$ cat src/rtl/intersection_pkg.sv
// Shared types for the two-approach intersection scheduler: states, lamp encodings, approach ids.
// Optional FLASH_MODE_EN adds the FLASH state.
package intersection_pkg;

  localparam int TIMER_W = 8;

  typedef enum logic [2:0] {
    ST_ALL_RED,
    ST_A_GREEN,
    ST_A_YELLOW,
    ST_B_GREEN,
    ST_B_YELLOW,
    ST_PED_WALK
`ifdef FLASH_MODE_EN
    , ST_FLASH
`endif
  } state_t;

  typedef enum logic {APPR_A, APPR_B} approach_t;

  localparam logic [2:0] LIGHT_RED    = 3'b100;
  localparam logic [2:0] LIGHT_YELLOW = 3'b010;
  localparam logic [2:0] LIGHT_GREEN  = 3'b001;
  localparam logic [2:0] LIGHT_OFF    = 3'b000;

  typedef struct packed {
    logic [2:0] a;
    logic [2:0] b;
    logic       walk;
  } lamps_t;

  // Lamp pattern shown on entry to each state; anything unlisted is all-red.
  function automatic lamps_t lamps_of(state_t s);
    lamps_t l;
    l.a    = LIGHT_RED;
    l.b    = LIGHT_RED;
    l.walk = 1'b0;
    case (s)
      ST_A_GREEN:  l.a = LIGHT_GREEN;
      ST_A_YELLOW: l.a = LIGHT_YELLOW;
      ST_B_GREEN:  l.b = LIGHT_GREEN;
      ST_B_YELLOW: l.b = LIGHT_YELLOW;
      ST_PED_WALK: l.walk = 1'b1;
`ifdef FLASH_MODE_EN
      ST_FLASH: begin
        l.a = LIGHT_YELLOW;
        l.b = LIGHT_YELLOW;
      end
`endif
      default: ;
    endcase
    return l;
  endfunction

endpackage

$ cat src/rtl/intersection_phase_scheduler_second_tick_gen.sv
// 1 s tick prescaler: counts 0..TICK_DIV-1 and pulses tick on the last count.
module second_tick_gen
  import intersection_pkg::*;
#(
  parameter int TICK_DIV = 24_000_000
) (
  input  logic sayac,
  input  logic reset,
  output logic tick
);

  localparam int CW = (TICK_DIV > 1) ? $clog2(TICK_DIV) : 1;
  localparam logic [CW-1:0] LAST = CW'(TICK_DIV - 1);

  logic [CW-1:0] count;

  // NOTE: sequential state uses non-blocking assignments only; reset is asynchronous active-low.
  always_ff @(posedge sayac or negedge reset) begin
    if (!reset) begin
      count <= '0;
    end else if (count == LAST) begin
      count <= '0;
    end else begin
      count <= count + 1'b1;
    end
  end

  assign tick = (count == LAST);

endmodule

$ cat src/rtl/intersection_phase_scheduler.sv
// Two-approach intersection controller arbitrating green between A, B and a pedestrian walk.
// Define FLASH_MODE_EN to add the flash_en input and the flashing-yellow FLASH state.
module intersection_phase_scheduler
  import intersection_pkg::*;
#(
  parameter int TICK_DIV  = 24_000_000,
  parameter int GREEN_MIN = 10,
  parameter int GREEN_MAX = 30,
  parameter int YELLOW_T  = 3,
  parameter int ALLRED_T  = 2,
  parameter int PED_T     = 8
) (
  input  logic       sayac,
  input  logic       reset,
  input  logic       req_a,
  input  logic       req_b,
  input  logic       ped_req,
`ifdef FLASH_MODE_EN
  input  logic       flash_en,
`endif
  output logic [2:0] lights_a,
  output logic [2:0] lights_b,
  output logic       walk,
  output logic       ped_pending,
  output logic       tick
);

  state_t               state;
  approach_t            next_green;
  lamps_t               lamps;
  logic [TIMER_W-1:0]   sec_timer;
  logic [TIMER_W-1:0]   elapsed;
  logic [TIMER_W-1:0]   elapsed_inc;
  logic                 own_req;
  logic                 other_req;
  logic                 green_done;

  second_tick_gen #(.TICK_DIV(TICK_DIV)) u_tick (
    .sayac (sayac),
    .reset (reset),
    .tick  (tick)
  );

  // Decision is taken on the elapsed value this tick will produce, so green lasts exactly GREEN_MIN ticks.
  always_comb begin
    elapsed_inc = (elapsed >= TIMER_W'(GREEN_MAX)) ? TIMER_W'(GREEN_MAX) : elapsed + 1'b1;
    own_req     = (state == ST_B_GREEN) ? req_b : req_a;
    other_req   = (state == ST_B_GREEN) ? req_a : req_b;
    green_done  = (elapsed_inc >= TIMER_W'(GREEN_MIN)) && (other_req || ped_pending) &&
                  ((elapsed_inc >= TIMER_W'(GREEN_MAX)) || !own_req);
  end

  always_ff @(posedge sayac or negedge reset) begin
    if (!reset) begin
      state       <= ST_ALL_RED;
      next_green  <= APPR_A;
      sec_timer   <= TIMER_W'(ALLRED_T);
      elapsed     <= '0;
      lamps       <= lamps_of(ST_ALL_RED);
      ped_pending <= 1'b0;
    end else begin
      // NOTE: the PED_WALK-entry clear below is written later, so it overrides this set in the same cycle.
      if (ped_req && (state != ST_PED_WALK)) ped_pending <= 1'b1;

      if (tick) begin
`ifdef FLASH_MODE_EN
        if (flash_en && (state != ST_FLASH)) begin
          state <= ST_FLASH;
          lamps <= lamps_of(ST_FLASH);
        end else
`endif
        case (state)
          ST_ALL_RED: begin
            if (sec_timer > TIMER_W'(1)) begin
              sec_timer <= sec_timer - 1'b1;
            end else if (ped_pending) begin
              state       <= ST_PED_WALK;
              sec_timer   <= TIMER_W'(PED_T);
              lamps       <= lamps_of(ST_PED_WALK);
              ped_pending <= 1'b0;
            end else begin
              state     <= (next_green == APPR_A) ? ST_A_GREEN : ST_B_GREEN;
              lamps     <= lamps_of((next_green == APPR_A) ? ST_A_GREEN : ST_B_GREEN);
              sec_timer <= '0;
              elapsed   <= '0;
            end
          end
          ST_A_GREEN, ST_B_GREEN: begin
            if (green_done) begin
              state     <= (state == ST_A_GREEN) ? ST_A_YELLOW : ST_B_YELLOW;
              lamps     <= lamps_of((state == ST_A_GREEN) ? ST_A_YELLOW : ST_B_YELLOW);
              sec_timer <= TIMER_W'(YELLOW_T);
            end else begin
              elapsed <= elapsed_inc;
            end
          end
          ST_A_YELLOW, ST_B_YELLOW: begin
            if (sec_timer > TIMER_W'(1)) begin
              sec_timer <= sec_timer - 1'b1;
            end else begin
              state      <= ST_ALL_RED;
              next_green <= (state == ST_A_YELLOW) ? APPR_B : APPR_A;
              sec_timer  <= TIMER_W'(ALLRED_T);
              lamps      <= lamps_of(ST_ALL_RED);
            end
          end
          ST_PED_WALK: begin
            if (sec_timer > TIMER_W'(1)) begin
              sec_timer <= sec_timer - 1'b1;
            end else begin
              state     <= ST_ALL_RED;
              sec_timer <= TIMER_W'(ALLRED_T);
              lamps     <= lamps_of(ST_ALL_RED);
            end
          end
`ifdef FLASH_MODE_EN
          ST_FLASH: begin
            if (!flash_en) begin
              state      <= ST_ALL_RED;
              next_green <= APPR_A;
              sec_timer  <= TIMER_W'(ALLRED_T);
              lamps      <= lamps_of(ST_ALL_RED);
            end else begin
              lamps.a <= lamps.a ^ LIGHT_YELLOW;
              lamps.b <= lamps.b ^ LIGHT_YELLOW;
            end
          end
`endif
          default: begin
            state     <= ST_ALL_RED;
            sec_timer <= TIMER_W'(ALLRED_T);
            lamps     <= lamps_of(ST_ALL_RED);
          end
        endcase
      end
    end
  end

  assign lights_a = lamps.a;
  assign lights_b = lamps.b;
  assign walk     = lamps.walk;

endmodule

$ cat config.mk
export PLATFORM = sky130hd
export DESIGN_NAME = intersection_phase_scheduler
export DESIGN_NICKNAME = d
export VERILOG_FILES = /design/src/rtl/intersection_pkg.sv /design/src/rtl/intersection_phase_scheduler_second_tick_gen.sv /design/src/rtl/intersection_phase_scheduler.sv
export SDC_FILE = /design/constraint.sdc
export NUM_CORES = 1
export LEC_CHECK = 0
export CAP_MARGIN = 10
export CORE_AREA = 4 4 95 97
export DETAILED_ROUTE_END_ITERATION = 16
export DIE_AREA = 0 0 99 101
export SYNTH_ARGS = -nofsm -noshare
export SYNTH_HDL_FRONTEND = slang
export SYNTH_SLANG_ARGS = --single-unit
$ cat constraint.sdc
create_clock -name sayac -period 3.1 [get_ports sayac]
set_input_delay 0.31 -clock sayac [delete_from_list [all_inputs] [get_ports sayac]]
set_output_delay 0.31 -clock sayac [all_outputs]
set_load 0.03 [all_outputs]
# After elaboration in Yosys (flattened, before gate mapping)
# Index checks and enable logic that the tools add are counted.
[word_totals]
mem_bits_rw = 0
inputBits = 5
rom_bits = 0
latchBits = 0
register_bits = 53
memories = 0
output_inout_bits = 9
[op_classes]
n_mul = 0
div = 0
mux = 37
bitwise = 1
magnitude_cmp = 4
reduce_logical = 15
shifts = 0
n_addsub = 3
n_eq_ne = 22
[op_table]
columns = ["operator", "n"]
rows = [
  ["2-to-1 mux 8 bit", 7],
  ["2-to-1 mux 7 bit", 4],
  ["adder 25 x 1 -> 25 bit (second input constant)", 1],
  ["== test 25 bit (second input constant)", 1],
  ["2-to-1 mux 25 bit", 1],
  ["one-hot mux 3 bit (2 select lines)", 4],
  ["one-hot mux 8 bit (3 select lines)", 1],
  ["one-hot mux 7 bit (3 select lines)", 1],
  [">= comparator 8 x 5 -> 1 bit (second input constant)", 2],
  ["one-hot mux 8 bit (2 select lines)", 1],
  ["2-to-1 mux 3 bit", 5],
  ["== test 3 x 2 -> 1 bit (second input constant)", 4],
  ["== test 3 bit (second input constant)", 4],
  ["2-to-1 mux 1 bit", 10],
  ["inequality test 2 bit (second input constant)", 5],
  ["one-hot mux 3 bit (3 select lines)", 1],
  ["adder 8 x 1 -> 8 bit (second input constant)", 1],
  [">= comparator 8 x 4 -> 1 bit (second input constant)", 1],
  ["greater-than comparator 8 x 1 -> 1 bit (second input constant)", 1],
  ["subtractor 8 x 1 -> 8 bit (second input constant)", 1],
  ["== test 2 x 3 -> 1 bit (second input constant)", 2],
  ["== test 3 x 1 -> 1 bit (second input constant)", 2],
  ["AND reduction 5 bit", 1],
  ["== test 2 bit (second input constant)", 2],
  ["other kinds (15)", 19],
]

# Depth between registers and ports, before layout
# Gate-level depths: netlist of the first run.
[depth]
word_depth = 7
depth_mapped = 9
depth_no_buf = 8

# By module
# From an unflattened synthesis of the first run, not the netlist that was laid out.
[hier_totals]
hier_cells = 303
area_unflattened_um2 = 2967.8
[modules_own_cells]
columns = ["module", "instances", "seq_area_each_um2", "cells_each", "area_each_um2"]
rows = [
  ["intersection_phase_scheduler", 1, 704.4, 186, 1752.9],
  ["second_tick_gen", 1, 625.6, 117, 1214.9],
]

# Worst setup path before layout of the first run
# OpenSTA, ideal clock, no wires.
[synth_timing]
kind = "register to output"
start = "register u_tick.count[2]"
end = "output port tick"
path_stages_with_launch = 8
required_ns = 2.790
t_arrival_ns = 2.140
n_path_buf = 3
setup_slack_ns = 0.650
path_cell_list = "dfrtp_1 > and3_1 > nand3_1 > or3_1 > clkbuf_1 > inv_1 > clkbuf_1 > buf_1"
[synth_via]
elab_chain_cells = 1
[synth_lines]
columns = ["element", "line", "text"]
rows = [
  ["from (decl)", "intersection_phase_scheduler_second_tick_gen.sv:15", "logic [CW-1:0] count;"],
  ["from (signal assigned)", "intersection_phase_scheduler_second_tick_gen.sv:24", "count <= count + 1'b1;"],
  ["== test 25 bit", "intersection_phase_scheduler_second_tick_gen.sv:28", "assign tick = (count == LAST);"],
  ["to (decl)", "intersection_phase_scheduler.sv:25", "output logic tick"],
]
# No other way between the ends.

# Worst setup path in the final report of the first run
# Same ends and word-level chain as after synthesis.

==> results by group, run 1 <==
Outcome
  • Status: complete, no violations

STA
  • Min cycle time layout: roughly 2.8 ns
  • Period utilisation layout: 0.909
  • Final WS setup: 0.282 ns
  • Summed negative setup slack over all endpoints: 0 ns
  • Finish-stage setup viols: 0
  • Worst Hold Slack: between 0.03 and 0.04 ns
  • Pins over their slew limit: 0
  • Setup repair after global routing missed its margin: false
  • Normalized max-slew margin: 0.523
  • Final hold violations: 0
  • Slew at the pin closest to its max-slew limit: ~0.7 ns
  • Upper clock frequency limit: between 300 and 400 MHz
  • Setup Skew: roughly 0.008 ns

Final layout
  • Final cell utilization of the core: 0.386
  • Multi-input gate area in the final layout: about 1400 um2
  • Inserted Diodes: 0
  • FF+latch area: 1330 um2
  • Final layout net count: between 300 and 400
  • Leading cell types in the layout, fill and taps excluded: 50 x sky130_fd_sc_hd__dfrtp_1, 29 x sky130_fd_sc_hd__nor2_1, 24 x sky130_fd_sc_hd__nand2_1
  • Fraction of layout cells with a size suffix above 1: 0.114
  • Layout-stage area growth over the synthesis result: 12.0%
  • Commonest non-fill, non-tap cell in the layout: sky130_fd_sc_hd__dfrtp_1
  • Filler cell count: approximately 790

Route
  • DRC Markers: 0
  • Drt via density: 5.15
  • Remaining antenna violation count: 0
  • Routed wirelength normalized by instance count: between 10 and 15 um
  • Routed vias: 2077
  • Final Routed Wirelength: around 5500 um
  • DRT iter0 DRCs: 87
  • Number of search-and-repair iterations in the first detailed-routing pass: 4

Logic synthesis
  • Post-synthesis compound-gate area fraction: 0.140
  • Net count of the mapped netlist: 291
  • Commonest register cell after synthesis: sky130_fd_sc_hd__dfrtp_1
  • Mean instance size in the synthesized netlist: ~10 um2
  • Synthesized area: roughly 2800 um2
  • Synth Area in XOR/XNOR: 0.0812
  • Synth async-reset ratio: 1.00
  • Instance count of the mapped netlist: ~280
  • Number of synthesized register bits: 53
  • Yosys synthesis warning count: 0
  • Fraction of synthesized area in multiplexers: 0.0246
  • Distinct cells, synth: 58
  • Number of enable flip-flop cells after synthesis: 0
  • Dominant combinational cell family by area after synthesis: simple AND/OR/NAND/NOR gates
  • Adder and majority gate portion of the synthesized area: 0.0223
  • Sequential area share after synthesis: 0.475
  • Area fraction in and, or, nand and nor cells after synthesis: 0.232

Setup path
  • Critical Path, Cell by Cell: and3_1 -> nand3_1 -> or3_1 -> inv_1 -> clkdlybuf4s50_1
  • Critical Path Source Type: flop
  • CP bufs+invs: 2
  • Family with the most delay on the worst path: simple AND/OR/NAND/NOR gates
  • Critical Path Sink Type: primary output
  • Arrival @ worst endpoint: between 2 and 3 ns
  • Cell with the largest stage delay on the worst path: sky130_fd_sc_hd__clkdlybuf4s50_1
  • Critical path class: flop to primary output
  • Slowest cell delay on critical path: 0.72 ns
  • Worst Path Max Fanout: 8
  • Data required time of the worst path: roughly 2.8 ns

Die
  • Die extent in y: 101 um
  • Core Footprint: roughly 8000 um2
  • Horizontal die dimension: 99 um
  • Overall die area: roughly 10000 um2
  • Starting Density: 0.345
  • Top-level I/O count: 14
  • Cell row count: 33

Place
  • Worst setup slack after placement: 0.595 ns
  • Detailed-placement wirelength estimate: 3930 um
  • Final RePlAce weighted congestion: between 0.7 and 0.8
  • Port Buffer Count: 13

Clock network
  • Clock Tree Buf Depth: 2
  • Post-CTS Repair Setup Buffers: 0
  • Clock buffer count from CTS: 5
  • Sinks on the clock net: 53
  • Clock Tree Root: sky130_fd_sc_hd__clkbuf_8
  • Clock latency at the later pin of the worst-skew pair: 0.31 ns
  • CTS HTree Levels: 2
  • Clock edge transition at the registers on the reported setup and hold paths: 0.10 ns
  • Hold-fix buffers at CTS: 0
  • Resized Gates After CTS: 0
  • Clock tree from TritonCTS: yes

Global route
  • Overall global routing resource usage: 0.116
  • Peak-usage layer in the global routing report: met2
  • Global-route wire length before repair: around 9400 um
  • Met2 usage in global routing: 0.178
  • Met1 track utilization from global routing: 0.163
  • Pin count of the biggest net entering global routing: 34
  • Number of global-route vias before repair: slightly below 2000
  • Antenna violations before repair: 0
  • Remaining global-route overflow: 0
  • Met3 capacity usage during global routing: 0.0291

Run
  • Number of max-cap violations: 0

Hold path
  • Worst hold path type: input pin to async pin

Power and ir drop
  • Worst VDD drop: between 0.15 and 0.2 mV
  • Power density normalized to cell area: ~350 nW/um2
  • Static Leak: 1.42 nW
## state kept, by name (all words and copies together), names as in the netlist
| signal | cells |
|---|---|
| elapsed | 8 |
| lights_a | 3 |
| lights_b | 3 |
| next_green | 1 |
| ped_pending | 1 |
| sec_timer | 8 |
| state | 3 |
| u_tick.count | 25 |
| walk | 1 |
## cells in the mapped netlist (4+ instances only)
library cell | n | share of area
sky130_fd_sc_hd__dfrtp_1 | 50 | 0.45
sky130_fd_sc_hd__a22o_1 | 4 | 0.012
sky130_fd_sc_hd__o21ai_0 | 13 | 0.023
sky130_fd_sc_hd__nand3_1 | 14 | 0.025
sky130_fd_sc_hd__nor2_1 | 29 | 0.039
sky130_fd_sc_hd__nor2b_1 | 4 | 0.0089
sky130_fd_sc_hd__xor2_1 | 14 | 0.044
sky130_fd_sc_hd__ha_1 | 5 | 0.022
sky130_fd_sc_hd__and2_2 | 4 | 0.011
sky130_fd_sc_hd__inv_1 | 8 | 0.011
sky130_fd_sc_hd__clkbuf_1 | 4 | 0.0054
sky130_fd_sc_hd__and2_1 | 5 | 0.011
sky130_fd_sc_hd__a21oi_1 | 9 | 0.016
sky130_fd_sc_hd__nor3_1 | 10 | 0.018
sky130_fd_sc_hd__xnor2_1 | 12 | 0.037
sky130_fd_sc_hd__and3_1 | 9 | 0.020
sky130_fd_sc_hd__nand2_1 | 24 | 0.032
## metal layers
metal	vias to the layer above	wire length [um]
met5	-	0
met4	0	48
met3	7	205
met2	33	2520
met1	1005	2770
li1	1032	-
## cell type report
| class | instances | share of cell area |
|---|---|---|
| Tap cell | 105 | 0.0418 |
| Clock buffer | 5 | 0.0219 |
| Inverter | 8 | 0.00957 |
| Multi-Input combinational cell | 212 | 0.447 |
| Sequential cell | 53 | 0.424 |
| Clock inverter | 3 | 0.00678 |
| Timing Repair Buffer | 17 | 0.0494 |
## cells by family after synthesis
logic type / after synthesis
xor gates and xnor gates: 26
adders and majority gates: 5
buffers and inverters: 16
muxes: 6
DFF: 53
and+or+nand+nor: 121
AOI/OAI and AO/OA: 54
## path summary, 6_finish.rpt
check	from	end	slack, ns	cells past startpoint
worst min-delay path	reset	u_tick.count[6]$_DFF_PN0_	0.04	1
max in group asynchronous	reset	lights_a[2]$_DFFE_PN1P_	2.25	2
worst min register to register	u_tick.count[0]$_DFF_PN0_	u_tick.count[0]$_DFF_PN0_	0.45	1
min in group sayac	u_tick.count[0]$_DFF_PN0_	u_tick.count[0]$_DFF_PN0_	0.45	1
worst max-delay path	u_tick.count[2]$_DFF_PN0_	tick	0.28	5
worst max register to register	u_tick.count[2]$_DFF_PN0_	sec_timer[6]$_DFFE_PN0P_	0.58	7
## stage by stage
step / cells / instance area, um2 / power (mW)
floorplan: 281 / 2800 / 0.705
global placement: 395 / 3050 / 0.726
detailed placement: 395 / 3050 / 0.725
CTS: 403 / 3140 / 1.13
global route: 403 / 3140 / 1.16
finish: 403 / 3140 / 1.11
## power breakdown
group          internal [mW]  leakage [nW]        switching [mW]
clock                  0.161        0.0445                 0.235
combinational        0.00497         0.686                0.0144
sequential             0.691         0.689  0.000000000000000235
Note: power is estimated with default switching activity, not from simulation.
==> run 2: changes to the inputs <==
ABC_AREA = 1   (was default)
CORE_AREA = 4 4 73 142   (was 4 4 95 97)
DIE_AREA = 0 0 77 146   (was 0 0 99 101)
==> results by group, run 2 <==
Logic synthesis
  • Area leader, netlist: sky130_fd_sc_hd__dfrtp_1
  • Most instantiated library cell after synthesis: sky130_fd_sc_hd__nand2_1
  • Dominant combinational cell family by area after synthesis: simple AND/OR/NAND/NOR gates
  • Fraction of synthesized area in multiplexers: 0
  • Commonest register cell after synthesis: sky130_fd_sc_hd__dfrtp_1
  • Mean instance size in the synthesized netlist: slightly above 8 um2
  • Synth async-reset ratio: 1.00
  • Net count of the mapped netlist: 403
  • Instance count of the mapped netlist: just under 400
  • Synthesized area: about 3200 um2
  • Number of synthesized register bits: between 50 and 60
  • Adder and majority gate portion of the synthesized area: 0.0198
  • Sequential area share after synthesis: 0.420
  • Yosys synthesis warning count: 0
  • Share of Yosys cell area claimed by the top area cell type: 0.396
  • Most area-consuming cells after synthesis: sky130_fd_sc_hd__dfrtp_1 40%, sky130_fd_sc_hd__nand2_1 12%, sky130_fd_sc_hd__xor2_1 4.7%
  • Post-synthesis compound-gate area fraction: 0.0676
  • Distinct cells, synth: 37
  • Top cells by instance count after synthesis: 101 x sky130_fd_sc_hd__nand2_1, 50 x sky130_fd_sc_hd__dfrtp_1, 39 x sky130_fd_sc_hd__inv_1, 39 x sky130_fd_sc_hd__nor2_1, 23 x sky130_fd_sc_hd__nand3_1
  • Number of enable flip-flop cells after synthesis: 0
  • Area fraction in and, or, nand and nor cells after synthesis: 0.357
  • Synth Area in XOR/XNOR: 0.0637

Place
  • Final RePlAce weighted congestion: a little under 0.9
  • Detailed-placement wirelength estimate: approximately 5400 um
  • Port Buffer Count: 13
  • Post-Place Cell Area: about 3400 um2
  • Worst setup slack after placement: roughly 0.76 ns

Setup path
  • Critical Path Sink Type: primary output
  • Launch instance of the worst register-to-register path: sec_timer[0]$_DFFE_PN0P_
  • Count of cell instances traversed by the critical path: 6
  • Critical path class: flop to primary output
  • CP bufs+invs: 2
  • Destination of the worst register-to-register timing path: elapsed[1]$_DFFE_PN0P_
  • Worst reg-to-reg setup slack: approximately 1.1 ns
  • Slowest cell delay on critical path: 0.68 ns
  • Critical Path, Cell by Cell: ha_1 -> nand3_2 -> nor3_4 -> nand3_1 -> inv_1 -> clkdlybuf4s50_1
  • Reg2reg path depth: 11
  • Arrival @ worst endpoint: around 2.3 ns
  • Family with the most delay on the worst path: buffers and inverters
  • Source of the critical timing path: u_tick.count[0]$_DFF_PN0_
  • Critical Path Source Type: flop
  • Capture point of the worst path: tick
  • Cell with the largest stage delay on the worst path: sky130_fd_sc_hd__clkdlybuf4s50_1
  • Worst Path Max Fanout: 6
  • Data required time of the worst path: 2.79 ns

Clock network
  • Clock edge transition at the registers on the reported setup and hold paths: 0.07 ns
  • Sinks on the clock net: 53
  • Clock latency at the later pin of the worst-skew pair: 0.30 ns
  • Clock Tree Buf Depth: 2
  • Clock buffer count from CTS: 5
  • Clock Tree Root: sky130_fd_sc_hd__clkbuf_16
  • Post-CTS Repair Setup Buffers: 0
  • Clock tree from TritonCTS: yes
  • CTS HTree Levels: 2

Outcome
  • Status: complete, no violations

Global route
  • Met2 usage in global routing: 0.256
  • Met1 track utilization from global routing: 0.139
  • Met3 capacity usage during global routing: 0.0130
  • Antenna violations before repair: 0
  • Remaining global-route overflow: 0
  • Peak-usage layer in the global routing report: met2
  • Overall global routing resource usage: 0.135
  • Global-route wire length before repair: 12400 um
  • Pin count of the biggest net entering global routing: 35
  • Number of global-route vias before repair: between 2000 and 3000

Die
  • Cell row count: 50
  • Die extent in y: around 150 um
  • Top-level I/O count: 14
  • Horizontal die dimension: 77 um
  • Starting Density: 0.339
  • Overall die area: between 10000 and 15000 um2
  • Core Footprint: between 9000 and 10000 um2

Power and ir drop
  • Int Pwr: 1.00 mW
  • Proportion of total power due to net switching: 0.224
  • Logic pwr share: 0.018
  • Switching pwr: between 0.2 and 0.3 mW
  • Power density normalized to cell area: approximately 360 nW/um2
  • Static Leak: roughly 1.7 nW
  • Clock power share: 0.448
  • Worst VDD drop: around 0.33 mV
  • Power share of the sequential group: 0.535

STA
  • Slew at the pin closest to its max-slew limit: ~0.46 ns
  • Upper clock frequency limit: about 380 MHz
  • Setup Skew: between 0.007 and 0.008 ns
  • Final WS setup: between 0.4 and 0.5 ns
  • Final hold violations: 0
  • Pins over their slew limit: 0
  • Min cycle time layout: ~2.6 ns
  • Normalized max-slew margin: 0.691
  • Summed negative setup slack over all endpoints: 0 ns
  • Finish-stage setup viols: 0
  • Setup repair after global routing missed its margin: false
  • Period utilisation layout: 0.853

Final layout
  • Leading registers by flop count: u_tick.count x25, elapsed x8, sec_timer x8
  • Fraction of layout cells with a size suffix above 1: 0.141
  • Final cell utilization of the core: 0.381
  • Final layout net count: roughly 420
  • Commonest non-fill, non-tap cell in the layout: sky130_fd_sc_hd__nand2_1
  • Flip-flop count of the largest register after layout: 25
  • Leading cell types in the layout, fill and taps excluded: 101 x sky130_fd_sc_hd__nand2_1, 50 x sky130_fd_sc_hd__dfrtp_1, 39 x sky130_fd_sc_hd__inv_1, 39 x sky130_fd_sc_hd__nor2_1, 23 x sky130_fd_sc_hd__nand3_1
  • Post-Layout Inst Area: around 3500 um2
  • Register ranked first by flip-flop count: u_tick.count
  • Inserted Diodes: 0
  • Layout-stage area growth over the synthesis result: 12.2%

Hold path
  • Worst hold path type: flop to flop

Route
  • Number of search-and-repair iterations in the first detailed-routing pass: 4
  • Routed wirelength normalized by instance count: about 14 um
  • Routed vias: between 2000 and 3000
  • DRC Markers: 0
  • DRT iter0 DRCs: 120
  • Remaining antenna violation count: 0
  • Drt via density: ~5.0
  • Final Routed Wirelength: about 7100 um

Run
  • Number of max-cap violations: 0
run 2: changes by cell type after synthesis, sizes merged, moves of 7 or more:
cell,delta
nand2,+89
inv,+39
nor2,+17
nand3,+14
nand4,+14
and3,-10
and2,-8
a22o,-7
run 2: stage by stage:
step	power (mW)	cells	hold WS [ns]
2_1_floorplan	0.706	393	0.0144
3_3_place_gp	0.727	507	0.288
3_5_place_dp	0.728	507	0.295
4_1_cts	1.31	516	0.469
5_1_grt	1.34	516	0.477
6_report	1.29	516	0.466
run 2: worst register-to-register path, delay by kind of cell (launching register included):
kind                     cells  cell delay (ns)
AND/OR/NAND/NOR              9             1.11
flip-flops                   1             0.40
adder cells (fa/ha/maj)      1             0.25
buffers and inverters        1             0.13
run 2: cell type report:
cell class	instances	area (um2)
clock buffers	5	125
clock inverters	3	26.3
fillers	961	5770
inverters	47	179
multi-input cells	288	1610
flip-flops and latches	53	1330
well taps	104	130
repair buffers	16	150
run 2: kinds of logic (layout without fill, tap and decap cells):
family	count (synthesis)	in the layout
DFF	53	53
buffers and inverters	52	71
AOI/OAI and AO/OA	34	34
adders and majority gates	5	5
and+or+nand+nor	226	226
xor gates and xnor gates	23	23
run 2: layer usage:
metal | share of wire | up-vias
met5 | 0 | -
met4 | 0.043 | 0
met3 | 0.015 | 19
met2 | 0.56 | 32
met1 | 0.38 | 1218
li1 | - | 1306
run 2: timing repair:
| item | 4_1_cts | 5_1_grt |
|---|---|---|
| endpoints found under the setup margin | 0 | 0 |
| gates resized for setup | 0 | 0 |
| hold endpoints to repair | 18 | 0 |
| hold buffers | 1 | 0 |
run 2: how the worst min path moves through the flow:
stage | from | slack [ns] | end | depth (start not counted)
floorplan | reset | 0.01 | elapsed[0]$_DFFE_PN0P_ | 0
global placement | reset | 0.29 | sec_timer[4]$_DFFE_PN0P_ | 1
detailed placement | reset | 0.29 | sec_timer[4]$_DFFE_PN0P_ | 1
CTS | lights_b[2]$_DFFE_PN1P_ | 0.47 | lights_b[2]$_DFFE_PN1P_ | 2
global route | lights_a[2]$_DFFE_PN1P_ | 0.48 | lights_a[2]$_DFFE_PN1P_ | 2
finish | lights_b[2]$_DFFE_PN1P_ | 0.47 | lights_b[2]$_DFFE_PN1P_ | 2
run 2: power by group through the flow:
stage | clock (mW) | combinational, mW | sequential, mW
2_1_floorplan | 0 | 0.00175 | 0.705
4_1_cts | 0.599 | 0.0245 | 0.691
5_1_grt | 0.622 | 0.0265 | 0.691
3_3_place_gp | 0 | 0.0229 | 0.704
3_5_place_dp | 0 | 0.0235 | 0.704
6_report | 0.578 | 0.0227 | 0.691
